File: src/rtl/int_ctrl_pkg.sv
// Shared definitions for the interrupt controller: register map, FSM states
// and the vector address helper.
package int_ctrl_pkg;

  localparam logic [1:0] ADDR_MASK    = 2'd0;
  localparam logic [1:0] ADDR_PENDING = 2'd1;
  localparam logic [1:0] ADDR_ACTIVE  = 2'd2;
  localparam logic [1:0] ADDR_CTRL    = 2'd3;

  typedef enum logic [1:0] {
    ST_IDLE    = 2'd0,
    ST_REQ     = 2'd1,
    ST_SERVICE = 2'd2
  } state_t;

  function automatic logic [31:0] vec_addr(input logic [31:0] base,
                                           input logic [31:0] stride,
                                           input logic [2:0]  id);
    return base + stride * {29'b0, id};
  endfunction

endpackage

File: src/rtl/int_ctrl_if.sv
// CPU-side port bundle: memory-mapped register access plus the interrupt
// request/acknowledge pair toward the controller.
interface int_ctrl_if;
  // Handshake: int_req stays high until the CPU pulses int_ack for one cycle
  // (taken) or the request is withdrawn; eret pulses once at handler exit.
  logic        we;
  logic [1:0]  addr;
  logic [31:0] wdata;
  logic [31:0] rdata;
  logic        int_req;
  logic [31:0] int_vector;
  logic        int_ack;
  logic        eret;

  modport master (
    output we, addr, wdata, int_ack, eret,
    input  rdata, int_req, int_vector
  );

  modport slave (
    input  we, addr, wdata, int_ack, eret,
    output rdata, int_req, int_vector
  );
endinterface

File: src/rtl/int_ctrl_prio_enc.sv
// Fixed-priority encoder: lowest set index wins; any flags a non-empty vector.
module int_ctrl_prio_enc #(
  parameter int N = 4
) (
  input  logic [N-1:0] vec,
  output logic         any,
  output logic [2:0]   id
);

  always_comb begin
    any = 1'b0;
    id  = 3'd0;
    // Scan downward so the last hit (the lowest index) is what remains.
    for (int i = N - 1; i >= 0; i--) begin
      if (vec[i]) begin
        any = 1'b1;
        id  = i[2:0];
      end
    end
  end

endmodule

File: src/rtl/int_ctrl.sv
// Interrupt controller: edge-latched pending bits, fixed-priority arbitration,
// and a vectored request FSM that can be bypassed for polling.
module int_ctrl
  import int_ctrl_pkg::*;
#(
  parameter int          N_SRC      = 4,
  parameter logic [31:0] VEC_BASE   = 32'h0000_0180,
  parameter logic [31:0] VEC_STRIDE = 32'h0000_0010
) (
  input  logic             clk,
  input  logic             rst,
  input  logic [N_SRC-1:0] irq,
  int_ctrl_if.slave        bus,
  output state_t           state_dbg
);

  logic [N_SRC-1:0] mask, pending, irq_q;
  logic [N_SRC-1:0] eligible, rise, w1c, ack_clr;
  logic             gie, poll;
  logic             act_valid;
  logic [2:0]       act_id;
  logic             elig_any;
  logic [2:0]       elig_id;
  logic             latch_id, clr_id, take;
  logic             unused_wdata;
  state_t           state, state_nxt;

  assign eligible     = pending & mask;
  assign rise         = irq & ~irq_q;
  assign w1c          = (bus.we && bus.addr == ADDR_PENDING) ? bus.wdata[N_SRC-1:0] : '0;
  assign ack_clr      = take ? ({{(N_SRC-1){1'b0}}, 1'b1} << act_id) : '0;
  assign unused_wdata = ^bus.wdata;

  int_ctrl_prio_enc #(.N(N_SRC)) u_prio (
    .vec (eligible),
    .any (elig_any),
    .id  (elig_id)
  );

  always_ff @(posedge clk or posedge rst) begin
    if (rst) state <= ST_IDLE;
    else     state <= state_nxt;
  end

  // The winner is frozen at IDLE->REQ, so later arrivals never pre-empt it.
  always_comb begin
    state_nxt = state;
    latch_id  = 1'b0;
    clr_id    = 1'b0;
    take      = 1'b0;
    case (state)
      ST_IDLE: begin
        if (gie && !poll && elig_any) begin
          state_nxt = ST_REQ;
          latch_id  = 1'b1;
        end
      end
      ST_REQ: begin
        if (!gie || poll) begin
          state_nxt = ST_IDLE;
          clr_id    = 1'b1;
        end else if (bus.int_ack) begin
          state_nxt = ST_SERVICE;
          take      = 1'b1;
        end
      end
      ST_SERVICE: begin
        if (bus.eret) begin
          state_nxt = ST_IDLE;
          clr_id    = 1'b1;
        end
      end
      default: state_nxt = ST_IDLE;
    endcase
  end

  always_ff @(posedge clk or posedge rst) begin
    if (rst) begin
      mask      <= '0;
      pending   <= '0;
      irq_q     <= '0;
      gie       <= 1'b0;
      poll      <= 1'b0;
      act_valid <= 1'b0;
      act_id    <= 3'd0;
    end else begin
      irq_q   <= irq;
      // A new edge overrides any clear landing on the same bit.
      pending <= (pending & ~w1c & ~ack_clr) | rise;
      if (bus.we && bus.addr == ADDR_MASK) mask <= bus.wdata[N_SRC-1:0];
      if (bus.we && bus.addr == ADDR_CTRL) begin
        gie  <= bus.wdata[0];
        poll <= bus.wdata[1];
      end
      if (latch_id)    act_id    <= elig_id;
      else if (clr_id) act_id    <= 3'd0;
      if (take)        act_valid <= 1'b1;
      else if (clr_id) act_valid <= 1'b0;
    end
  end

  always_comb begin
    bus.rdata = '0;
    case (bus.addr)
      ADDR_MASK:    bus.rdata[N_SRC-1:0] = mask;
      ADDR_PENDING: bus.rdata[N_SRC-1:0] = pending;
      ADDR_ACTIVE:  bus.rdata[3:0]       = {act_valid, act_id};
      ADDR_CTRL:    bus.rdata[1:0]       = {poll, gie};
      default:      bus.rdata            = '0;
    endcase
  end

  assign bus.int_req    = (state == ST_REQ);
  assign bus.int_vector = vec_addr(VEC_BASE, VEC_STRIDE, act_id);
  assign state_dbg      = state;

endmodule

File: src/flat_wrapper.sv
// flat-port wrapper written by rule: the top's interface ports become plain ports
module int_ctrl_flat import int_ctrl_pkg::*;
#(
  parameter int          N_SRC      = 4,
  parameter logic [31:0] VEC_BASE   = 32'h0000_0180,
  parameter logic [31:0] VEC_STRIDE = 32'h0000_0010
)
  (clk, rst, irq, state_dbg, bus_we, bus_addr, bus_wdata, bus_int_ack, bus_eret, bus_rdata, bus_int_req, bus_int_vector);
  int_ctrl_if bus_i ();
  input  logic clk;
  input  logic rst;
  input  logic [N_SRC-1:0] irq;
  output state_t state_dbg;
  input wire logic [$bits(bus_i.we)-1:0] bus_we;
  input wire logic [$bits(bus_i.addr)-1:0] bus_addr;
  input wire logic [$bits(bus_i.wdata)-1:0] bus_wdata;
  input wire logic [$bits(bus_i.int_ack)-1:0] bus_int_ack;
  input wire logic [$bits(bus_i.eret)-1:0] bus_eret;
  output wire logic [$bits(bus_i.rdata)-1:0] bus_rdata;
  output wire logic [$bits(bus_i.int_req)-1:0] bus_int_req;
  output wire logic [$bits(bus_i.int_vector)-1:0] bus_int_vector;
  assign bus_i.we = bus_we;
  assign bus_i.addr = bus_addr;
  assign bus_i.wdata = bus_wdata;
  assign bus_i.int_ack = bus_int_ack;
  assign bus_i.eret = bus_eret;
  assign bus_rdata = bus_i.rdata;
  assign bus_int_req = bus_i.int_req;
  assign bus_int_vector = bus_i.int_vector;
  int_ctrl #(.N_SRC(N_SRC), .VEC_BASE(VEC_BASE), .VEC_STRIDE(VEC_STRIDE)) u_core (.clk(clk), .rst(rst), .irq(irq), .bus(bus_i), .state_dbg(state_dbg));
endmodule
File: config.mk
export PLATFORM = sky130hd
export DESIGN_NAME = int_ctrl_flat
export DESIGN_NICKNAME = d
export VERILOG_FILES = /design/src/rtl/int_ctrl_pkg.sv /design/src/rtl/int_ctrl_if.sv /design/src/rtl/int_ctrl_prio_enc.sv /design/src/rtl/int_ctrl.sv /design/src/flat_wrapper.sv
export SDC_FILE = /design/constraint.sdc
export NUM_CORES = 1
export LEC_CHECK = 0
export CORE_ASPECT_RATIO = 0.9
export CORE_MARGIN = 5
export CORE_UTILIZATION = 34
export DETAILED_ROUTE_END_ITERATION = 8
export GPL_ROUTABILITY_DRIVEN = 1
export PLACE_DENSITY_LB_ADDON = 0.05
export SETUP_SLACK_MARGIN = 0.3
export SKIP_CTS_REPAIR_TIMING = 1
export SYNTH_ARGS = -nofsm -noshare
export SYNTH_HDL_FRONTEND = slang
export SYNTH_SLANG_ARGS = --single-unit
File: constraint.sdc
create_clock -name clk -period 2.05 [get_ports clk]
set_clock_uncertainty 0.2 [all_clocks]
set_input_delay 0.41 -clock clk [delete_from_list [all_inputs] [get_ports clk]]
set_output_delay 0.41 -clock clk [all_outputs]
set_load 0.05 [all_outputs]
==> flow_summary.yaml <==
cts:
  path_clk_slew_ps: 70
  clkSinkCount: 19
  clk_latency_ps: 250
  cts_tree: "yes"
  cts_max_level: 1
  cts-root-buf: "clkbuf_8"
  clockBufferDepth: 2
  cts-buffers-inserted: 3
route:
  drt-wirelength-per-cell_um: 12.2
  viasPerCell: 4.22
  drt_pass1_iterations: 3
  ant_nets: 0
  vias: 999
  wirelength_mm: 2.90
  first_iter_violations: 25
  remaining_drc_errors: 0
run:
  cap_violations: 0
pwr:
  leakagePower_nw: 0.827
  p_per_area_nw_per_um2: 1110
  worst_ir_drop_vdd_mv: 0.439
synth:
  synth_cell_types: 31
  ys_seq_elements: 19
  synthArstFlopShare: 1.00
  yosys_most_used_dff: "dfrtp_1"
  ys_seq_area_frac: 0.328
  synth.cell_area_um2: 1450
  synthCells: 152
  syn_area_per_cell_um2: 9.55
  yosys_warnings: 0
  synth_edf_count: 0
floorplanning:
  initial_core_util: 0.354
  core-area_um2: 4100
  die_w_um: 78.9
  die_h_um: 72.0
  rows: 22
  die_area_um2: 5680
  pin_count: 110
timing:
  fmax_mhz: 511
  min_period_ps: 1960
  drv_slew: 0
  period_share: 0.954
  hold_viol_final: 0
  whs_ps: 206
  grt_setup_unrepaired: "true"
  setup_viol: 0
hold_path:
  whs_path_depth: 1
  hold_path.class: "reg -> reg"
global_route:
  overflow: 0
  grt_antenna_before_repair: 0
  grt_max_degree: 20
  grt_first_pass_wirelength_mm: 4.18
  track_usage: 0.0926
  grt_pass1_vias: 821
critical_path:
  arrival_ps: 1350
  crit_path_max_fanout: 4
  r2r_cells: 5
  start_kind: "register"
  path_class: "reg -> out"
  crit_path_end_kind: "primary output"
  cp.required_ps: 1440
layout:
  final_cell_mix: "conb_1, buf_4, dfrtp_1, clkdlybuf4s50_1, nand2_1"
  fin_util: 0.412
  drive_gt1_frac: 0.249
  num_antenna_cells: 0
  stdcell_area_um2: 1690
  syn_to_final_growth_pct: 16.4
  fin_nets: 236
  layout.cells.most_common: "conb_1"
place:
  place_hpwl_mm: 2.39
  numPortBuffers: 23
  place_area_um2: 1570
  gp_congestion: 0.804
outcome:
  status: "finished, final reports clean"
-- path summary, 6_finish.rpt --
kind | from | endpoint | slack, ps
max | u_core.poll$_DFFE_PP0P_ | bus_rdata[1] | 90
min | u_core.irq_q[1]$_DFF_PP0_ | u_core.pending[1]$_DFF_PP0_ | 210
min reg2reg | u_core.irq_q[1]$_DFF_PP0_ | u_core.pending[1]$_DFF_PP0_ | 210
max in group asynchronous | rst | u_core.state_dbg[1]$_DFFE_PP0P_ | 1150
max reg2reg | u_core.poll$_DFFE_PP0P_ | u_core.pending[0]$_DFF_PP0_ | 390
min in group asynchronous | rst | u_core.poll$_DFFE_PP0P_ | 280
-- final cells by class --
cell class,instances,area [um^2]
Tap cell,48,60.1
Timing Repair Buffer,38,355
Clock buffer,4,45.0
Inverter,8,30.0
Sequential cell,19,480
Fill cell,401,2410
Multi-Input combinational cell,120,718
-- worst max-delay path, cell delays in order, from the launching register on --
cell,delay (ps)
dfrtp_1,420
mux4_2,500
buf_6,170
-- layer usage --
metal / up-vias / global-route usage / wire length [um]
met5: - / 0 / 0
met4: 0 / 0 / 0
met3: 0 / 0.0310 / 284
met2: 51 / 0.165 / 1420
li1: 467 / - / -
met1: 481 / 0.117 / 1190
-- cell families after synthesis --
logic type / Yosys count / share of synthesized area
AOI/OAI and AO/OA: 17 / 0.0845
buffers and inverters: 69 / 0.335
and+or+nand+nor: 29 / 0.109
adders and majority gates: 3 / 0.0259
DFF: 19 / 0.328
other: 2 / 0.00517
muxes: 13 / 0.112
-- state kept, by name, indices dropped and copies added, names as in the netlist --
name and cells:
u_core.gie 1, u_core.poll 1, u_core.pending 4, u_core.act_valid 1, u_core.act_id 2, u_core.irq_q 4
u_core.state_dbg 2, u_core.mask 4
-- through the flow --
step / worst slack, ps / power (mW) / TNS [ps] / cells
floorplan: 279 / 1.38 / 0 / 208
global placement: -317 / 1.55 / -1660 / 223
detailed placement: -329 / 1.55 / -1810 / 223
CTS: -334 / 1.81 / -893 / 227
global route: 45.1 / 1.98 / 0 / 237
finish: 94.4 / 1.88 / 0 / 237
-- power by group --
part / internal [mW] / switching [mW] / total (mW) / leakage, nW
logic: 0.382 / 0.699 / 1.08 / 0.589
registers: 0.461 / 0.0802 / 0.542 / 0.216
clock network: 0.138 / 0.116 / 0.254 / 0.0228
-- synthesized netlist by cell type (2+ instances only) --
cell	number	area, um^2
nor2_1	4	15.0
buf_4	58	435
buf_2	2	10.0
mux2_2	5	56.3
a32o_1	2	20.0
o21ai_0	2	10.0
conb_1	2	7.51
a22oi_1	2	15.0
nand2_1	11	41.3
mux2i_1	5	50.1
a31oi_1	2	12.5
nand3b_1	2	15.0
o311ai_1	2	17.5
inv_1	8	30.0
nand3_1	7	35.0
o21ai_1	2	10.0
mux4_2	2	45.0
dfrtp_1	19	475
ha_1	3	37.5
Note: power is estimated with default switching activity, not from simulation.
